**config.mk**
```make
export PLATFORM = sky130hd
export DESIGN_NAME = crc_parallel_gen
export DESIGN_NICKNAME = d
export VERILOG_FILES = /design/src/rtl/crc_pkg.sv /design/src/rtl/crc_parallel_step.sv /design/src/rtl/crc_parallel_gen.sv
export SDC_FILE = /design/constraint.sdc
export NUM_CORES = 1
export LEC_CHECK = 0
export CAP_MARGIN = 20
export CORE_MARGIN = 3
export CORE_UTILIZATION = 47
export DETAILED_ROUTE_END_ITERATION = 12
export PLACE_DENSITY = 0.76
export SLEW_MARGIN = 25
export SYNTH_ARGS = -nofsm -noshare
export SYNTH_HDL_FRONTEND = slang
export SYNTH_HIERARCHICAL = 1
export SYNTH_SLANG_ARGS = --single-unit
```
**constraint.sdc**
```tcl
create_clock -name clk -period 1.3 [get_ports clk]
set_input_delay 0.325 -clock clk [delete_from_list [all_inputs] [get_ports clk]]
set_output_delay 0.325 -clock clk [all_outputs]
set_load 0.03 [all_outputs]
```
**src/rtl/crc_pkg.sv**
```systemverilog
// Shared types, bit-reversal helpers and common CRC parameter presets
// for the parallel CRC engine.
package crc_pkg;

   typedef enum logic [1:0] {
      ST_IDLE = 2'd0,
      ST_RUN  = 2'd1,
      ST_EMIT = 2'd2
   } crc_state_e;

   typedef struct packed {
      logic [5:0]  width;
      logic [31:0] poly;
      logic [31:0] init;
      logic [31:0] xor_out;
      logic        refl_in;
      logic        refl_out;
   } crc_preset_t;

   localparam crc_preset_t CRC16_CCITT_FALSE = '{
      width: 6'd16, poly: 32'h0000_1021, init: 32'h0000_FFFF,
      xor_out: 32'h0000_0000, refl_in: 1'b0, refl_out: 1'b0};

   localparam crc_preset_t CRC16_XMODEM = '{
      width: 6'd16, poly: 32'h0000_1021, init: 32'h0000_0000,
      xor_out: 32'h0000_0000, refl_in: 1'b0, refl_out: 1'b0};

   localparam crc_preset_t CRC32_IEEE = '{
      width: 6'd32, poly: 32'h04C1_1DB7, init: 32'hFFFF_FFFF,
      xor_out: 32'hFFFF_FFFF, refl_in: 1'b1, refl_out: 1'b1};

   // Bit-reverse one byte.
   function automatic logic [7:0] rev8(input logic [7:0] b);
      logic [7:0] r;
      for (int unsigned i = 0; i < 8; i++) begin
         r[3'(i)] = b[3'(7 - i)];
      end
      return r;
   endfunction

   // Bit-reverse the low w bits of x (w <= 32); upper result bits are zero.
   function automatic logic [31:0] rev_w(input logic [31:0] x, input int unsigned w);
      logic [31:0] r;
      r = '0;
      for (int unsigned i = 0; i < 32; i++) begin
         if (i < w) begin
            r[5'(i)] = x[5'(w - 1 - i)];
         end
      end
      return r;
   endfunction

endpackage

```
**src/rtl/crc_parallel_step.sv**
```systemverilog
// Combinational CRC fold of one DATA_W word: bytes MSB first, each byte
// MSB-bit first after optional per-byte reflection.
module crc_parallel_step
   import crc_pkg::*;
#(
   parameter int unsigned       CRC_W      = 16,
   parameter int unsigned       DATA_W     = 8,
   parameter logic [CRC_W-1:0]  POLY       = 16'h1021,
   parameter bit                REFLECT_IN = 1'b0
) (
   input  logic [CRC_W-1:0]  crc_in,
   input  logic [DATA_W-1:0] data,
   output logic [CRC_W-1:0]  crc_next
);

   localparam int unsigned NBYTES = DATA_W / 8;

   always_comb begin
      logic [CRC_W-1:0] c;
      logic [7:0]       b;
      logic             fb;
      c  = crc_in;
      b  = '0;
      fb = 1'b0;
      for (int unsigned k = 0; k < NBYTES; k++) begin
         b = 8'(data >> (DATA_W - 8 - 8 * k));
         if (REFLECT_IN) begin
            b = rev8(b);
         end
         for (int unsigned j = 0; j < 8; j++) begin
            fb = c[CRC_W-1] ^ b[7];
            b  = {b[6:0], 1'b0};
            c  = {c[CRC_W-2:0], 1'b0} ^ (fb ? POLY : '0);
         end
      end
      crc_next = c;
   end

endmodule

```
**src/rtl/crc_parallel_gen.sv**
```systemverilog
// Parametrised parallel CRC engine: folds framed DATA_W-bit input words and
// streams the finished CRC out MSB chunk first in OUT_W-bit pieces.
module crc_parallel_gen
   import crc_pkg::*;
#(
   parameter int unsigned       CRC_W       = 16,
   parameter int unsigned       DATA_W      = 8,
   parameter int unsigned       OUT_W       = 8,
   parameter logic [CRC_W-1:0]  POLY        = 16'h1021,
   parameter logic [CRC_W-1:0]  INIT        = 16'hFFFF,
   parameter logic [CRC_W-1:0]  XOR_OUT     = 16'h0000,
   parameter bit                REFLECT_IN  = 1'b0,
   parameter bit                REFLECT_OUT = 1'b0
) (
   input  logic              clk,
   input  logic              rst,
   input  logic              start,
   input  logic              in_valid,
   output logic              in_ready,
   input  logic [DATA_W-1:0] in_data,
   input  logic              in_last,
   output logic              out_valid,
   input  logic              out_ready,
   output logic [OUT_W-1:0]  out_data,
   output logic              out_last,
   output logic              busy,
   output logic [CRC_W-1:0]  crc_value
);

   localparam int unsigned NCHUNK = CRC_W / OUT_W;
   localparam int unsigned CNT_W  = (NCHUNK > 1) ? $clog2(NCHUNK) : 1;
   localparam logic [CNT_W-1:0] LAST_IDX = CNT_W'(NCHUNK - 1);

   crc_state_e       state;
   logic [CRC_W-1:0] crc_q;
   logic [CRC_W-1:0] crc_step;
   logic [CRC_W-1:0] result;
   logic [CRC_W-1:0] shreg;
   logic [CRC_W-1:0] shreg_next;
   logic [CNT_W-1:0] chunk_cnt;
   logic [CNT_W-1:0] chunk_cnt_inc;

   crc_parallel_step #(
      .CRC_W      (CRC_W),
      .DATA_W     (DATA_W),
      .POLY       (POLY),
      .REFLECT_IN (REFLECT_IN)
   ) u_step (
      .crc_in   (crc_q),
      .data     (in_data),
      .crc_next (crc_step)
   );

   // Final result of the frame if the current beat is its last one.
   always_comb begin
      result = crc_step;
      if (REFLECT_OUT) begin
         result = CRC_W'(rev_w(32'(crc_step), CRC_W));
      end
      result        = result ^ XOR_OUT;
      shreg_next    = shreg << OUT_W;
      chunk_cnt_inc = CNT_W'(chunk_cnt + 1'b1);
   end

   assign out_data  = shreg[CRC_W-1 -: OUT_W];
   assign crc_value = crc_q;

   always_ff @(posedge clk) begin
      if (rst) begin
         state     <= ST_IDLE;
         crc_q     <= INIT;
         shreg     <= '0;
         chunk_cnt <= '0;
         in_ready  <= 1'b0;
         out_valid <= 1'b0;
         out_last  <= 1'b0;
         busy      <= 1'b0;
      end else begin
         case (state)
            ST_IDLE: begin
               if (start) begin
                  crc_q    <= INIT;
                  state    <= ST_RUN;
                  in_ready <= 1'b1;
                  busy     <= 1'b1;
               end
            end

            // A restart wins over any beat presented in the same cycle.
            ST_RUN: begin
               if (start) begin
                  crc_q <= INIT;
               end else if (in_valid && in_ready) begin
                  crc_q <= crc_step;
                  if (in_last) begin
                     shreg     <= result;
                     chunk_cnt <= '0;
                     out_valid <= 1'b1;
                     out_last  <= (NCHUNK == 1);
                     in_ready  <= 1'b0;
                     state     <= ST_EMIT;
                  end
               end
            end

            ST_EMIT: begin
               if (out_ready) begin
                  if (out_last) begin
                     out_valid <= 1'b0;
                     out_last  <= 1'b0;
                     shreg     <= '0;
                     if (start) begin
                        crc_q    <= INIT;
                        in_ready <= 1'b1;
                        state    <= ST_RUN;
                     end else begin
                        busy  <= 1'b0;
                        state <= ST_IDLE;
                     end
                  end else begin
                     shreg     <= shreg_next;
                     chunk_cnt <= chunk_cnt_inc;
                     out_last  <= (chunk_cnt_inc == LAST_IDX);
                  end
               end
            end

            default: begin
               state     <= ST_IDLE;
               in_ready  <= 1'b0;
               out_valid <= 1'b0;
               out_last  <= 1'b0;
               busy      <= 1'b0;
            end
         endcase
      end
   end

endmodule

```
==> qor.yml <==
clock_sinks: 39
clk_path_buf_depth: 2
finalSetupViolations: 24
number_of_vias_in_the_routed_layout: 2184
synth-async-reset-ratio: 0
synth.top_cells.by_area: "dfxtp_1, mux2i_1, a211oi_1, xnor3_1, nor2_1"
routed_via_density: 5.60
die_h_um: 76.3
utilization: 0.784
critPathTopFamily: "XOR/XNOR gates"
grt.total_usage: 0.231
final_hold_viols: 0
stdcell_area_um2: 3580
worst-endpoint-arrival_ps: 1610
slew-limit-headroom: 0.700
synthAdderAreaFrac: 0
clkSlewWorstSetupHoldPaths_ps: 80
report.final.slew_viol_count: 0
finalWirelength_mm: 7.15
num_antenna_cells: 0
post_synth_inst_count: 239
floorplan.io_pins: 42
synth_area_leader_cell: "dfxtp_1"
syn_to_final_growth_pct: 54.2
finalWeightedCongestion: 0.797
routed_antenna_nets: 0
power.ir.vdd_worst_mv: 0.838
half_perimeter_wire_length_after_detailed_placement_mm: 4.12
synth.top_cell.area_share: 0.337
grt_antenna_before_repair: 0
placement.io_buffers: 41
yosys_cell_types: 43
grt_pass1_wl_mm: 10.8
fmaxAchievable_mhz: 695
count_of_h_tree_levels_built_during_cts: 2
average_wire_per_cell_in_the_routed_design_um: 18.3
yosys-mux-area-fraction: 0.104
skew_ps: 8.61
worst_slew_pin_slew_ps: 450
synth_nets: 253
max_cap_violations: 0
drc_errors: 0
first_global_vias: 2168
dpl-instance-area_um2: 3090
critical_path_required_ps: 1470
die_area_um2: 5810
yosys_warnings: 6
tritoncts.num_buffers: 5
worstHoldPathType: "reg -> reg"
dieWidth_um: 76.3
synth_sequential_area_ratio: 0.337
cts-root-buf: "clkbuf_8"
globalRouteOverflowTotal: 0
design.core.area_um2: 4560
timing.critical_path.cells: "xnor2_4, xnor3_1, buf_4, nor2_2, mux2i_1"
timing.critical_path.fanout_max: 2
cp.buffers_inverters: 1
cp_slowest_stage_delay_ps: 430
drt-initial-drc-count: 158
yosys_register_bits: 39
number_of_enable_type_register_cells_in_the_synthesized_netlist: 0
outcome: "finished, violations left"
rsz0062_at_grt: "true"
critPathSlowestCell: "xnor3_1"
first_pass_iters: 4
synthXorXnorAreaFrac: 0.169
dominant_combinational_cell_family_by_area_after_synthesis: "XOR/XNOR gates"
grt_start_max_net_pins: 41
predominant_post_synthesis_flop_cell: "dfxtp_1"
post-route-period-util: 1.11
dp.cells: 366
post_synth.cell_area_avg_um2: 9.71
p_leak_nw: 1.54
violations: "setup timing"
post-layout-total-power_mw: 2.92
setup.worst_path.start_class: "register"
layout.cells.non_filler: 390
power_density_nw_per_um2: 816
start_util: 0.508
drive_gt1_frac: 0.502
worstSkewPairLatency_ps: 290
fp-row-count: 24
setup_ws_ps: -139
complex_gate_fraction_of_the_synthesized_area: 0.148
timing.final.crit_period_ps: 1440
worst_setup_path_type: "reg -> reg"
post_synth_and_or_nand_nor_area_fraction: 0.166
cts_tree: "done"
num-nets-final: 338
syn_area_um2: 2320
end_kind: "register"
[registers in the layout, indices dropped and copies added, names as in the netlist]
signal     count
shreg         16
chunk_cnt      1
crc_value     16
out_valid      1
out_last       1
state          2
in_ready       1
busy           1
[area by class of cell]
class	instances	area (µm²)
well taps	65	81.3
repair buffers	104	923
clock buffers	7	76.3
fillers	299	987
inverters	4	15.0
multi-input cells	170	1650
flip-flops and latches	39	831
clock inverters	1	5.00
[kinds of logic (layout without fill, tap and decap cells)]
group                     count (synthesis)  count (layout)
muxes                                    24              24
and+or+nand+nor                          69              70
DFF                                      39              39
AOI/OAI and AO/OA                        51              51
buffers and inverters                    31             116
xor gates and xnor gates                 25              25
[power breakdown]
part	leakage, nW	total, mW	switching [mW]	internal [mW]
registers	0.315	1.25	0.0374	1.21
clock network	0.0422	0.822	0.445	0.378
logic	1.18	0.850	0.401	0.450
[layer usage]
layer / track usage / up-vias / wire, µm
met4: 0.0779 / 0 / 209
met1: 0.275 / 1045 / 2880
met3: 0.0603 / 24 / 404
met2: 0.404 / 99 / 3660
met5: 0 / - / 0
li1: - / 1016 / -
[layout by cell type (no fill, tap or decap), types with 3 or more instances in the layout]
| master | count |
|---|---|
| a211oi_1 | 14 |
| a21oi_1 | 13 |
| buf_4 | 65 |
| buf_6 | 20 |
| clkbuf_8 | 5 |
| dfxtp_1 | 21 |
| dfxtp_2 | 7 |
| dfxtp_4 | 11 |
| dlygate4sd2_1 | 10 |
| inv_1 | 3 |
| mux2i_1 | 23 |
| nand2_1 | 3 |
| nand3_1 | 9 |
| nor2_1 | 21 |
| nor2_2 | 9 |
| nor2b_1 | 10 |
| o211ai_1 | 8 |
| o21ai_0 | 3 |
| xnor2_4 | 9 |
| xnor3_1 | 4 |
[path summary, 6_finish.rpt]
check                                    from            end  slack, ps  cells after the start
worst min-delay path                out_valid      out_valid        490                      2
worst max-delay path            crc_value[12]  crc_value[12]       -140                      5
worst min register to register      out_valid      out_valid        490                      2
worst max register to register  crc_value[12]  crc_value[12]       -140                      5
[what timing repair did]
item,4_1_cts,5_1_grt
endpoints found under the setup margin,38,41
hold buffers,0,0
setup buffers,10,4
gates cloned,3,0
resized for setup,41,41
pin swaps,18,18
[stage by stage]
stage / TNS (ps) / setup slack [ps] / hold WS, ps
4_1_cts: -773 / -86.2 / 490
3_3_place_gp: -19460 / -634 / 470
5_1_grt: -3170 / -205 / 533
6_report: -1480 / -139 / 487
3_5_place_dp: -19860 / -655 / 478
2_1_floorplan: -690 / -61.7 / 464
[synthesized netlist by cell type, drive strengths merged (8+ instances only)]
library cell,count
clkbuf,9
buf,18
nor2,32
dfxtp,39
nand3,10
a21oi,14
o211ai,8
nor2b,12
mux2i,24
a211oi,16
xnor2,12
[worst register-to-register path: cells and delay by family, from the launching register on]
family,cells,cell delay [ps]
xor+xnor,2,580
buf+inv,1,150
flops,1,370
mux,1,100
simple gates,1,130
Note: power is estimated with default switching activity, not from simulation.
